--- config.mk ---
export PLATFORM = sky130hd
export DESIGN_NAME = mole_scheduler_flat
export DESIGN_NICKNAME = d
export VERILOG_FILES = /design/src/rtl/mole_if.sv /design/src/rtl/mole_scheduler.sv /design/src/flat_wrapper.sv
export SDC_FILE = /design/constraint.sdc
export NUM_CORES = 1
export LEC_CHECK = 0
export BUFFER_PORTS_ARGS = -buffer_cell sky130_fd_sc_hd__buf_2
export CAP_MARGIN = 20
export CORE_ASPECT_RATIO = 0.75
export CORE_MARGIN = 4
export CORE_UTILIZATION = 62
export CTS_BUF_LIST = sky130_fd_sc_hd__clkbuf_4 sky130_fd_sc_hd__clkbuf_8
export DETAILED_ROUTE_END_ITERATION = 16
export PLACE_DENSITY = 0.91
export SETUP_SLACK_MARGIN = 0.02
export SLEW_MARGIN = 20
export SYNTH_ARGS = -nofsm -noshare
export SYNTH_HDL_FRONTEND = slang
export SYNTH_SLANG_ARGS = --single-unit
--- constraint.sdc ---
create_clock -name clk -period 3.3 [get_ports clk]
set_input_delay 0.66 -clock clk [delete_from_list [all_inputs] [get_ports clk]]
set_output_delay 0.66 -clock clk [all_outputs]
set_load 0.02 [all_outputs]
--- src/rtl/mole_if.sv ---
// mole_if: board-side bundle for the whack-a-mole scheduler.
//   start       : one-cycle game start pulse (into the scheduler)
//   sw[15:0]    : board switch levels (into the scheduler)
//   LED[15:0]   : mole display (from the scheduler)
//   score_count : hits this game, saturating at 63 (from the scheduler)
//   misses      : misses this game (from the scheduler)
//   game_over   : high while the game is finished (from the scheduler)
// The master side is the board/stimulus; the slave side is the scheduler.
interface mole_if;
    logic        start;
    logic [15:0] sw;
    logic [15:0] LED;
    logic [5:0]  score_count;
    logic [1:0]  misses;
    logic        game_over;

    modport master (
        output start, sw,
        input  LED, score_count, misses, game_over
    );

    modport slave (
        input  start, sw,
        output LED, score_count, misses, game_over
    );
endinterface

--- src/rtl/mole_scheduler.sv ---
// mole_scheduler: whack-a-mole game controller.
// Picks a mole hole from a free-running 16-bit Galois LFSR (never the same
// hole twice in a row), lights it for TIMEOUT_CYCLES, classifies switch
// toggles as hits or misses, leaves GAP_CYCLES dark between moles and ends
// the game after ROUNDS moles or MAX_MISSES misses.
// Ports:
//   clk   : system clock, all logic on the rising edge
//   reset : synchronous active-high reset
//   bus   : mole_if slave (start, sw in; LED, score_count, misses, game_over out)
// All outputs are driven straight from registers.
module mole_scheduler #(
    parameter int TIMEOUT_CYCLES = 50_000_000,
    parameter int GAP_CYCLES     = 10_000_000,
    parameter int MAX_MISSES     = 3,
    parameter int ROUNDS         = 32
) (
    input  logic  clk,
    input  logic  reset,
    mole_if.slave bus
);
    typedef enum logic [2:0] {
        S_IDLE = 3'd0,
        S_PICK = 3'd1,
        S_SHOW = 3'd2,
        S_GAP  = 3'd3,
        S_DONE = 3'd4
    } state_t;

    localparam logic [15:0] LFSR_SEED    = 16'hACE1;
    // Galois taps for x^16 + x^14 + x^13 + x^11 + 1 in a right-shifting register.
    localparam logic [15:0] LFSR_TAPS    = 16'hB400;
    localparam logic [31:0] TIMEOUT_LOAD = 32'(TIMEOUT_CYCLES - 1);
    localparam logic [31:0] GAP_LOAD     = 32'(GAP_CYCLES - 1);
    localparam logic [1:0]  MISS_LIMIT   = 2'(MAX_MISSES);
    localparam logic [5:0]  ROUND_LIMIT  = 6'(ROUNDS);

    state_t      r_state;
    logic [15:0] r_sw_q;
    logic [15:0] r_lfsr;
    logic [15:0] r_led;
    logic [3:0]  r_idx;
    logic [3:0]  r_prev_idx;
    logic [5:0]  r_round;
    logic [5:0]  r_score;
    logic [1:0]  r_misses;
    logic        r_game_over;
    logic [31:0] r_timer;

    logic [15:0] w_toggle;
    logic [15:0] w_target;
    logic [15:0] w_lfsr_next;
    logic [3:0]  w_pick;
    logic        w_hit;
    logic        w_wrong;
    logic        w_timeout;
    logic        w_end_mole;
    logic [1:0]  w_misses_next;
    logic [5:0]  w_round_next;
    logic [5:0]  w_score_next;
    logic        w_last;

    // Toggle detection, mole pick and per-cycle SHOW classification.
    always_comb begin
        w_toggle      = bus.sw ^ r_sw_q;
        w_target      = 16'h0001 << r_idx;
        w_lfsr_next   = r_lfsr[0] ? ((r_lfsr >> 1) ^ LFSR_TAPS) : (r_lfsr >> 1);
        // Bumping by one on a repeat guarantees consecutive moles differ.
        w_pick        = (r_lfsr[3:0] == r_prev_idx) ? (r_lfsr[3:0] + 4'd1) : r_lfsr[3:0];
        w_hit         = (w_toggle == w_target);
        w_wrong       = (w_toggle != 16'h0000) && !w_hit;
        // A toggle in the last lit cycle is classified, not treated as a timeout.
        w_timeout     = (w_toggle == 16'h0000) && (r_timer == 32'd0);
        w_end_mole    = w_hit || w_wrong || w_timeout;
        w_misses_next = (w_wrong || w_timeout) ? (r_misses + 2'd1) : r_misses;
        w_round_next  = r_round + 6'd1;
        w_score_next  = (r_score == 6'd63) ? r_score : (r_score + 6'd1);
        w_last        = (w_misses_next == MISS_LIMIT) || (w_round_next == ROUND_LIMIT);
    end

    // Game FSM with registered outputs, switch history and free-running LFSR.
    always_ff @(posedge clk) begin
        if (reset) begin
            r_state     <= S_IDLE;
            r_sw_q      <= bus.sw;
            r_lfsr      <= LFSR_SEED;
            r_led       <= 16'h0000;
            r_idx       <= 4'd0;
            r_prev_idx  <= 4'd0;
            r_round     <= 6'd0;
            r_score     <= 6'd0;
            r_misses    <= 2'd0;
            r_game_over <= 1'b0;
            r_timer     <= 32'd0;
        end else begin
            r_sw_q <= bus.sw;
            r_lfsr <= w_lfsr_next;
            case (r_state)
                S_IDLE, S_DONE: begin
                    if (bus.start) begin
                        r_score     <= 6'd0;
                        r_misses    <= 2'd0;
                        r_round     <= 6'd0;
                        r_led       <= 16'h0000;
                        r_game_over <= 1'b0;
                        r_state     <= S_PICK;
                    end else begin
                        r_state <= r_state;
                    end
                end
                S_PICK: begin
                    r_idx   <= w_pick;
                    r_led   <= 16'h0001 << w_pick;
                    r_timer <= TIMEOUT_LOAD;
                    r_state <= S_SHOW;
                end
                S_SHOW: begin
                    if (w_end_mole) begin
                        if (w_hit) begin
                            r_score <= w_score_next;
                        end else begin
                            r_score <= r_score;
                        end
                        r_misses   <= w_misses_next;
                        r_round    <= w_round_next;
                        r_prev_idx <= r_idx;
                        if (w_last) begin
                            r_led       <= 16'hFFFF;
                            r_game_over <= 1'b1;
                            r_state     <= S_DONE;
                        end else begin
                            r_led   <= 16'h0000;
                            r_timer <= GAP_LOAD;
                            r_state <= S_GAP;
                        end
                    end else begin
                        r_timer <= r_timer - 32'd1;
                    end
                end
                S_GAP: begin
                    // Toggles are ignored here; r_sw_q keeps tracking sw.
                    if (r_timer == 32'd0) begin
                        r_state <= S_PICK;
                    end else begin
                        r_timer <= r_timer - 32'd1;
                    end
                end
                default: begin
                    r_led       <= 16'h0000;
                    r_game_over <= 1'b0;
                    r_state     <= S_IDLE;
                end
            endcase
        end
    end

    assign bus.LED         = r_led;
    assign bus.score_count = r_score;
    assign bus.misses      = r_misses;
    assign bus.game_over   = r_game_over;
endmodule

--- src/flat_wrapper.sv ---
// flat-port wrapper written by rule: the top's interface ports become plain ports
module mole_scheduler_flat 
#(
    parameter int TIMEOUT_CYCLES = 50_000_000,
    parameter int GAP_CYCLES     = 10_000_000,
    parameter int MAX_MISSES     = 3,
    parameter int ROUNDS         = 32
)
  (clk, reset, bus_start, bus_sw, bus_LED, bus_score_count, bus_misses, bus_game_over);
  mole_if bus_i ();
  input  logic clk;
  input  logic reset;
  input wire logic [$bits(bus_i.start)-1:0] bus_start;
  input wire logic [$bits(bus_i.sw)-1:0] bus_sw;
  output wire logic [$bits(bus_i.LED)-1:0] bus_LED;
  output wire logic [$bits(bus_i.score_count)-1:0] bus_score_count;
  output wire logic [$bits(bus_i.misses)-1:0] bus_misses;
  output wire logic [$bits(bus_i.game_over)-1:0] bus_game_over;
  assign bus_i.start = bus_start;
  assign bus_i.sw = bus_sw;
  assign bus_LED = bus_i.LED;
  assign bus_score_count = bus_i.score_count;
  assign bus_misses = bus_i.misses;
  assign bus_game_over = bus_i.game_over;
  mole_scheduler #(.TIMEOUT_CYCLES(TIMEOUT_CYCLES), .GAP_CYCLES(GAP_CYCLES), .MAX_MISSES(MAX_MISSES), .ROUNDS(ROUNDS)) u_core (.clk(clk), .reset(reset), .bus(bus_i));
endmodule
==> metrics.yaml, run 1 <==
worstMarginPinSlew_ns: 1.01
slew_viol_final: 0
drt_iter0_drc: 741
period_needed_ns: 3.14
ys_seq_elements: 106
yosysTopAreaCellShare_pct: 40.7
vdd_ir_drop_max_v: 0.000336
min_path_cells: 1
final-hold-violation-count: 0
gp_congestion: 1.06
min_from: "bus_sw[15]"
io_buffers: 43
num_io_pins: 44
yosys-top-cells-area: "dfxtp_1 (41%), xnor2_1 (4.0%), nor3_1 (3.8%), nor2_1 (3.5%), a21oi_1 (2.9%)"
drtPass1Iterations: 8
grt_pass1_wl_um: 22900
critPathTopFamily: "simple AND/OR/NAND/NOR gates"
ant_nets: 0
syn_area_per_cell_um2: 8.56
yosys.area_share.simple_pct: 25.6
finalClockSkew_ns: 0.00876
die_y_um: 87.5
antenna_found_initial: 0
ys_warn_count: 0
cts_num_sinks: 106
cp_cell_sequence: "or4_4 -> nor4_2 -> or4b_1 -> buf_4 -> a31oi_4 -> a21oi_2 -> a21o_1 -> buf_4 -> or3_1 -> a21oi_1"
fmax_mhz: 318
ys.flop_type: "dfxtp_1"
synth-compound-area-share_pct: 23.0
r2r_cells: 10
clk-insertion-delay-late_ns: 0.39
synthesis.area_um2: 5220
yosysUniqueCellTypes: 71
period_share_pct: 95.2
rr_startpoint: "u_core.r_timer[9]"
slew_headroom_pct: 32.6
crit_type: "reg -> reg"
final-setup-viol-count: 0
timing.rr.end: "u_core.bus.score_count[3]"
wl_um: 13700
drt-vias-per-instance: 6.54
initial_core_util_pct: 64.8
slowest_stage: "or4_4"
muxShareOfSynthArea_pct: 0.432
first_global_vias: 4883
diodes: 0
worstSetupEndpointType: "register"
crit_fanout: 7
cp.arrival_ns: 3.45
coreArea_um2: 8060
critPathLaunchType: "register"
area_delta_synth_final_pct: 13.0
synth_fa_ha_area_share_pct: 0.959
multi_input_area_um2: 2900
cpMostUsedCell: "buf_4"
route.detailed.drc: 0
numPlacedInstances: 759
numCtsBuffers: 9
grt_start_max_net_pins: 52
ys_async_sr_fraction_pct: 0
layout-drive-gt1-share_pct: 17.2
yosysSeqAreaShare_pct: 40.7
syn_inst: 610
syn-num-nets: 633
hold_end: "u_core.r_sw_q[15]"
synth_area_leader_cell: "dfxtp_1"
htreeDepth: 3
nets: 689
static-leakage-power_nw: 2.32
synth_xor_area_share_pct: 5.03
cts_tree: "built"
dp_hpwl_um: 9630
path_clk_slew_ns: 0.10
hold_buffers: 0
cp_num_buf_inv: 2
tns_ns: 0
die-area_um2: 9960
seq_area_um2: 2120
wl_per_cell_um: 17.7
gr-total-overflow: 0
hold_path_class: "in -> reg"
clockBufferDepth: 2
required_ns: 3.61
final_cells: 775
crit_cells: 10
synth_edf_count: 0
max_stage_delay_ns: 0.55
fillers: 572
die_w_um: 114
r2r_slack_ns: 0.16
cts_root_buffer: "clkbuf_8"
powerDensity_nw_per_um2: 531
synth_top_family_by_area: "simple AND/OR/NAND/NOR gates"
rows: 28
grt_util_all_layers_pct: 28.2
synth_common_cells: "dfxtp_1 (106), nor2_1 (49), nand2_1 (40), nor3_1 (40), a21oi_1 (30)"
vias: 5071
cap_violations: 0
status: "finished, final reports clean"
synth_most_common_cell: "dfxtp_1"
[cells in the final DEF, fill, tap and decap left out, types with 5 or more instances in the layout]
master / n
a211o_1: 14
a211oi_1: 15
a21oi_1: 30
a311oi_1: 7
a31oi_1: 12
and3_1: 10
buf_2: 43
buf_4: 31
clkbuf_8: 9
dfxtp_1: 106
inv_1: 22
nand2_1: 40
nand2b_1: 5
nand3_1: 23
nand4_1: 9
nor2_1: 49
nor2b_1: 10
nor3_1: 40
nor4_1: 9
o211ai_1: 6
o21a_1: 10
o21ai_0: 22
o31ai_1: 11
or2_2: 7
or3_1: 12
or4_1: 7
xnor2_1: 24
xor2_1: 6
[worst max path at each step]
stage | from | endpoint | slack, ns
2_1_floorplan | u_core.r_timer[8] | u_core.bus.LED[10] | 0.27
3_3_place_gp | bus_sw[6] | u_core.bus.LED[14] | -0.03
3_5_place_dp | bus_sw[6] | u_core.bus.LED[14] | -0.1
4_1_cts | u_core.r_timer[9] | u_core.r_timer[2] | 0.06
5_1_grt | u_core.r_idx[1] | u_core.r_timer[7] | -0.03
6_report | u_core.r_timer[9] | u_core.bus.score_count[3] | 0.16
[per-layer routing]
layer  global-route usage [%]  part of all wire (%)  vias up
met5                        0                     0        -
met2                     45.4                    45      278
met3                     7.08                   9.3       23
li1                         -                     -     2391
met1                     37.6                    44     2379
met4                     8.20                   1.5        0
[cell families after synthesis]
| logic type | count (synthesis) |
|---|---|
| AND/OR/NAND/NOR | 249 |
| AO/OA/AOI/OAI | 166 |
| flip-flops | 106 |
| buffers and inverters | 54 |
| XOR/XNOR | 30 |
| adder cells (fa/ha/maj) | 4 |
| multiplexers | 1 |
[final cells by class]
cell class,count,share of cell area (%)
timing repair buffer,76,8.27
multi-input combinational,450,49.1
inverter,23,1.46
clock buffer,10,2.23
clock inverter,5,0.700
tap,105,2.23
sequential,106,36.0
[state kept, by name, indices dropped and copies added (netlist names), 2 cells and up]
name	count
u_core.r_timer	32
u_core.bus.LED	16
u_core.r_lfsr	16
u_core.r_sw_q	16
u_core.bus.score_count	6
u_core.r_round	6
u_core.r_idx	4
u_core.r_prev_idx	4
u_core.r_state	3
u_core.bus.misses	2
[where the power goes]
group | internal, mW | switching [mW] | total (mW)
clock network | 0.284 | 0.458 | 0.742
registers | 1.39 | 0.113 | 1.50
logic | 0.337 | 0.555 | 0.892
total | 2.01 | 1.13 | 3.13
[per-stage QoR]
stage / util (%) / power, mW / instance area, µm² / hold slack (ns) / worst slack (ns)
after floorplan: - / 2.10 / 5220 / 0.389 / 0.267
after global placement: 70.5 / 2.33 / 5680 / 0.394 / -0.0280
after detailed placement: 70.5 / 2.37 / 5680 / 0.398 / -0.0993
after CTS: 72.9 / 3.10 / 5870 / 0.381 / 0.0584
after global routing: 73.2 / 3.30 / 5900 / 0.382 / -0.0309
final: 73.2 / 3.13 / 5900 / 0.390 / 0.159
[repair_timing]
action | CTS | global route
setup buffers | 1 | 0
pin swaps | 1 | 0
setup endpoints to repair | 16 | 12
gates resized for setup | 0 | 6
Power figures use the tool's default switching activity.
==> run 2, diff against run 1 <==
- RECOVER_POWER: default -> 100
==> metrics.yaml, run 2 (synthesis results as in run 1) <==
largest_reg_flops: 32  # unchanged
wl_um: 13700  # about the same
cp.arrival_ns: 3.45  # about the same
final-hold-violation-count: 0  # unchanged
drtPass1Iterations: 5  # was 8
cts_root_buffer: "clkbuf_8"  # unchanged
rr_startpoint: "u_core.r_timer[9]"  # unchanged
drt-vias-per-instance: 6.58  # was 6.54
gp_congestion: 1.06  # unchanged
period_share_pct: 95.3  # was 95.2%
numCtsBuffers: 9  # unchanged
worstMarginPinSlew_ns: 1.05  # was 1.01 ns
dp_slack_ns: -0.0993  # unchanged
gr-total-overflow: 0  # unchanged
die_w_um: 114  # unchanged
worstSetupEndpointType: "register"  # unchanged
first_global_vias: 4883  # unchanged
clockBufferDepth: 2  # unchanged
grt_util_all_layers_pct: 28.2  # unchanged
initial_core_util_pct: 64.8  # unchanged
setup_slack_ns: 0.155  # was 0.159 ns
slew_headroom_pct: 29.7  # was 32.6%
r2r_cells: 10  # unchanged
multi_input_area_um2: 2890  # was 2900 µm²
critPathLaunchType: "register"  # unchanged
status: "finished, final reports clean"  # unchanged
required_ns: 3.61  # about the same
slew_viol_final: 0  # unchanged
grt_start_max_net_pins: 52  # unchanged
io_buffers: 43  # unchanged
num_io_pins: 44  # unchanged
hold_end: "u_core.r_sw_q[15]"  # unchanged
clk-insertion-delay-late_ns: 0.39  # about the same
tns_ns: 0  # unchanged
dp_hpwl_um: 9630  # unchanged
vias: 5101  # was 5071
powerDensity_nw_per_um2: 536  # was 531 nW/µm²
regMostFlops: "u_core.r_timer"  # unchanged
final_cell_area_um2: 5840  # was 5900 µm²
htreeDepth: 3  # unchanged
diodes: 0  # unchanged
seq_area_um2: 2120  # unchanged
min_path_cells: 1  # unchanged
min_from: "bus_sw[15]"  # unchanged
area_delta_synth_final_pct: 11.8  # was 13.0%
die-area_um2: 9960  # unchanged
drt_iter0_drc: 637  # was 741
crit_fanout: 7  # unchanged
ant_nets: 0  # unchanged
r2r_slack_ns: 0.16  # about the same
die_y_um: 87.5  # unchanged
coreArea_um2: 8060  # unchanged
utilization_pct: 72.4  # was 73.2%
hold_path_class: "in -> reg"  # unchanged
path_clk_slew_ns: 0.10  # about the same
route.detailed.drc: 0  # unchanged
post_dp_cell_area_um2: 5680  # unchanged
vdd_ir_drop_max_v: 0.000336  # about the same
fillers: 598  # was 572
final_common_cell: "dfxtp_1"  # unchanged
fmax_mhz: 318  # about the same
final-setup-viol-count: 0  # unchanged
rows: 28  # unchanged
finalClockSkew_ns: 0.0101  # was 0.00876 ns
grt_pass1_wl_um: 22900  # unchanged
antenna_found_initial: 0  # unchanged
static-leakage-power_nw: 2.16  # was 2.32 nW
cts_num_sinks: 106  # unchanged
nets: 689  # unchanged
most-common-layout-cells: "dfxtp_1 (106), nor2_1 (49), clkbuf_1 (43)"  # was dfxtp_1 (106), nor2_1 (49), buf_2 (43)
crit_type: "reg -> reg"  # unchanged
wl_per_cell_um: 17.7  # about the same
timing.rr.end: "u_core.bus.score_count[3]"  # unchanged
layout-drive-gt1-share_pct: 10.6  # was 17.2%
period_needed_ns: 3.14  # about the same
cap_violations: 0  # unchanged
cts_tree: "built"  # unchanged
## run 2: changes by cell type in the layout (fill, tap and decap cells not counted), sizes merged
cell / before / now
clkbuf: 10 / 54
buf: 76 / 32
## run 2: routing by layer
metal	vias up	global-route usage [%]	share of wire [%]
met1	2399	37.6	45
met2	287	45.4	45
met4	0	8.20	1.8
met5	-	0	0
met3	29	7.08	8.8
li1	2386	-	-
## run 2: worst max-delay path by stage
stage	from	to	cells past startpoint	slack, ns
detailed placement	bus_sw[6]	u_core.bus.LED[14]	9	-0.1
floorplan	u_core.r_timer[8]	u_core.bus.LED[10]	11	0.27
finish	u_core.r_timer[9]	u_core.bus.score_count[3]	10	0.16
global placement	bus_sw[6]	u_core.bus.LED[14]	9	-0.03
global route	u_core.r_idx[1]	u_core.r_timer[7]	9	-0.04
CTS	u_core.r_timer[9]	u_core.r_timer[2]	8	0.06
## run 2: what timing repair did
action / 4_1_cts / 5_1_grt
hold buffers: 0 / 0
setup endpoints to repair: 16 / 12
buffers inserted: 1 / 0
resized for setup: 0 / 6
pin swaps: 1 / 0
## run 2: worst max-delay path, stage by stage, from the launching register on
cell and delay (ns):
dfxtp_1 0.37, or4_4 0.55, nor4_2 0.31, or4b_1 0.52, buf_4 0.19, a31oi_4 0.14
a21oi_2 0.10, a21o_1 0.22, buf_4 0.17, or3_1 0.34, a21oi_1 0.17
## run 2: area by class of cell
class                      count  area share (%)
tap                          105            2.25
sequential                   106            36.4
clock inverter                 5           0.708
inverter                      23            1.48
multi-input combinational    450            49.6
timing repair buffer          76            7.35
clock buffer                  10            2.25
## run 2: power breakdown
part,switching (mW),internal [mW]
combinational,0.552,0.332
sequential,0.112,1.39
clock,0.462,0.284
## run 2: stage by stage
step                power, mW  instances  hold slack, ns
finish                   3.13        775           0.403
global route             3.29        775           0.403
CTS                      3.10        775           0.381
detailed placement       2.37        759           0.398
global placement         2.33        759           0.394
floorplan                2.10        610           0.389
==> run 3, diff against run 2 <==
- ABC_AREA: default -> 1
- CORE_UTILIZATION: 62 -> 63
- PLACE_DENSITY: 0.91 -> 0.92
==> metrics.yaml, run 3 <==
status: "complete, but fails checks"  # was finished, final reports clean
violations: "capacitance limit, slew limit"
yosys-top-cells-area: "dfxtp_1 (37%), nand2_1 (17%), nor2_1 (8.7%), inv_1 (6.8%), a21oi_1 (5.1%)"  # was dfxtp_1 (41%), xnor2_1 (4.0%), nor3_1 (3.8%), nor2_1 (3.5%), a21oi_1 (2.9%)
finalClockSkew_ns: 0.0161  # was 0.0101 ns
final-hold-violation-count: 0  # unchanged
hold_path_class: "reg -> reg"  # was in -> reg
syn-num-nets: 912  # was 633
syn_inst: 889  # was 610
cp_cell_sequence: "nor2_1 -> nand2_1 -> nor2_1 -> nand2_1 -> nor2_1 -> nand2_1 -> nand2_1 -> inv_1 -> nor2_8 -> nor2_2 -> nor2_2 -> inv_2 -> a21oi_1 -> a21oi_1"  # was or4_4 -> nor4_2 -> or4b_1 -> buf_4 -> a31oi_4 -> a21oi_2 -> a21o_1 -> buf_4 -> or3_1 -> a21oi_1
num_io_pins: 44  # unchanged
setup_slack_ns: 0.345  # was 0.155 ns
vias: 5447  # was 5101
wl_per_cell_um: 12.2  # was 17.7 µm
ys_seq_elements: 106  # unchanged
period_share_pct: 89.6  # was 95.3%
wl_um: 12600  # was 13700 µm
vdd_ir_drop_max_v: 0.000413  # was 0.000336 V
first_global_vias: 4637  # was 4883
post_dp_cell_area_um2: 6000  # was 5680 µm²
dp_hpwl_um: 8940  # was 9630 µm
antenna_found_initial: 0  # unchanged
multi_input_area_um2: 3030  # was 2890 µm²
synth_area_leader_cell: "dfxtp_1"  # unchanged
cts_root_buffer: "clkbuf_8"  # unchanged
htreeDepth: 3  # unchanged
gp_congestion: 0.942  # was 1.06
largest_reg_flops: 32  # unchanged
die_w_um: 118  # was 114 µm
crit_fanout: 19  # was 7
fmax_mhz: 338  # was 318 MHz
seq_area_um2: 2120  # unchanged
diodes: 0  # unchanged
cpMostUsedCell: "nand2_1"  # was buf_4
cts_resized: 0  # unchanged
clk-insertion-delay-late_ns: 0.39  # about the same
nets: 948  # was 689
numCtsBuffers: 9  # unchanged
worstMarginPinSlew_ns: 2.07  # was 1.05 ns
cp_num_buf_inv: 2  # unchanged
gr-total-overflow: 0  # unchanged
die_y_um: 90.8  # was 87.5 µm
path_clk_slew_ns: 0.10  # about the same
drt-vias-per-instance: 5.25  # was 6.58
worstSetupEndpointType: "register"  # unchanged
layout-drive-gt1-share_pct: 6.34  # was 10.6%
final_common_cell: "nand2_1"  # was dfxtp_1
utilization_pct: 70.6  # was 72.4%
tns_ns: 0  # unchanged
area_delta_synth_final_pct: 6.25  # was 11.8%
yosysSeqAreaShare_pct: 36.8  # was 40.7%
critPathTopFamily: "simple AND/OR/NAND/NOR gates"  # unchanged
drtPass1Iterations: 5  # unchanged
cap_violations: 1  # was 0
post-cts-setup-buffers: 0  # was 1
dp_slack_ns: 0.484  # was -0.0993 ns
ys_async_sr_fraction_pct: 0  # unchanged
grt_setup_unrepaired: "false"
critPathLaunchType: "register"  # unchanged
slew_viol_final: 48  # was 0
fillers: 746  # was 598
grt_start_max_net_pins: 48  # was 52
required_ns: 3.57  # was 3.61 ns
grt_util_all_layers_pct: 23.6  # was 28.2%
synthesis.area_um2: 5770  # was 5220 µm²
cp.arrival_ns: 3.23  # was 3.45 ns
slowest_stage: "nor2_2"  # was or4_4
hold_buffers: 0  # unchanged
rows: 29  # was 28
most-common-layout-cells: "nand2_1 (258), nor2_1 (135), inv_1 (107)"  # was dfxtp_1 (106), nor2_1 (49), clkbuf_1 (43)
syn_area_per_cell_um2: 6.49  # was 8.56 µm²
yosysTopAreaCellShare_pct: 36.8  # was 40.7%
synth_most_common_cell: "nand2_1"  # was dfxtp_1
route.detailed.drc: 0  # unchanged
max_stage_delay_ns: 0.50  # was 0.55 ns
ys.flop_type: "dfxtp_1"  # unchanged
powerDensity_nw_per_um2: 844  # was 536 nW/µm²
die-area_um2: 10800  # was 9960 µm²
period_needed_ns: 2.96  # was 3.14 ns
cts_tree: "built"  # unchanged
clockBufferDepth: 2  # unchanged
regMostFlops: "u_core.r_timer"  # unchanged
coreArea_um2: 8670  # was 8060 µm²
final_cell_area_um2: 6130  # was 5840 µm²
ys_warn_count: 0  # unchanged
slew_headroom_pct: -37.8  # was 29.7%
yosysUniqueCellTypes: 38  # was 71
cts_num_sinks: 106  # unchanged
grt_pass1_wl_um: 21500  # was 22900 µm
synth_edf_count: 0  # unchanged
io_buffers: 43  # unchanged
drt_iter0_drc: 586  # was 637
initial_core_util_pct: 66.5  # was 64.8%
synth_common_cells: "nand2_1 (258), nor2_1 (134), dfxtp_1 (106)"  # was dfxtp_1 (106), nor2_1 (49), nand2_1 (40), nor3_1 (40), a21oi_1 (30)
static-leakage-power_nw: 3.01  # was 2.16 nW
ant_nets: 0  # unchanged
crit_type: "reg -> reg"  # unchanged
final-setup-viol-count: 0  # unchanged
## run 3: changes by cell type in the layout (fill, tap and decap cells not counted), sizes merged, moves of 15 or more
cell,delta
nand2,+223
inv,+96
nor2,+93
a21oi,+32
buf,-27
nor3,-26
o21ai,+20
xor2,+20
nand3,+15
## run 3: layer usage
metal	track usage, %	vias up	routed length (µm)
met3	5.82	14	945
met5	0	-	0
met2	35.2	183	5250
met4	4.15	0	120
li1	-	2836	-
met1	34.8	2414	6320
## run 3: metrics by stage
stage | total power [mW] | hold slack (ns) | std cells
after detailed placement | 4.34 | 0.398 | 1022
after CTS | 5.18 | 0.385 | 1038
after global routing | 5.61 | 0.395 | 1038
after floorplan | 3.91 | 0.388 | 889
final | 5.17 | 0.404 | 1038
after global placement | 4.28 | 0.389 | 1022
## run 3: power by group
part | total, mW | internal, mW | switching, mW
sequential | 2.01 | 1.61 | 0.397
combinational | 2.35 | 0.745 | 1.60
clock | 0.816 | 0.356 | 0.460
## run 3: cell type report
type                       instances  share of cell area (%)
clock buffer                       9                    2.02
clock inverter                     7                    1.21
inverter                         116                    7.15
multi-input combinational        643                    49.5
sequential                       106                    34.6
tap                              108                    2.21
timing repair buffer              49                    3.27
## run 3: cell families (layout without fill, tap and decap cells)
group | count (synthesis) | after routing | share of synthesized area (%)
AND/OR/NAND/NOR | 487 | 487 | 35.8
buffers and inverters | 140 | 181 | 10.3
AO/OA/AOI/OAI | 115 | 115 | 10.5
flip-flops | 106 | 106 | 36.8
XOR/XNOR | 37 | 37 | 5.62
adder cells (fa/ha/maj) | 4 | 4 | 0.868
## run 3: final timing paths
path,from,end,slack [ns],cells after the start
min,u_core.r_lfsr[4],u_core.r_lfsr[3],0.40,2
min reg2reg,u_core.r_lfsr[4],u_core.r_lfsr[3],0.40,2
max reg2reg,u_core.r_timer[12],u_core.bus.LED[0],0.34,14
max,u_core.r_timer[12],u_core.bus.LED[0],0.34,14
## run 3: worst reg2reg max path: stages, from the launching register on
cell and delay (ns):
dfxtp_1 0.35, nor2_1 0.17, nand2_1 0.12, nor2_1 0.17, nand2_1 0.07, nor2_1 0.17
nand2_1 0.14, nand2_1 0.11, inv_1 0.10, nor2_8 0.27, nor2_2 0.09, nor2_2 0.50
inv_2 0.28, a21oi_1 0.23, a21oi_1 0.09
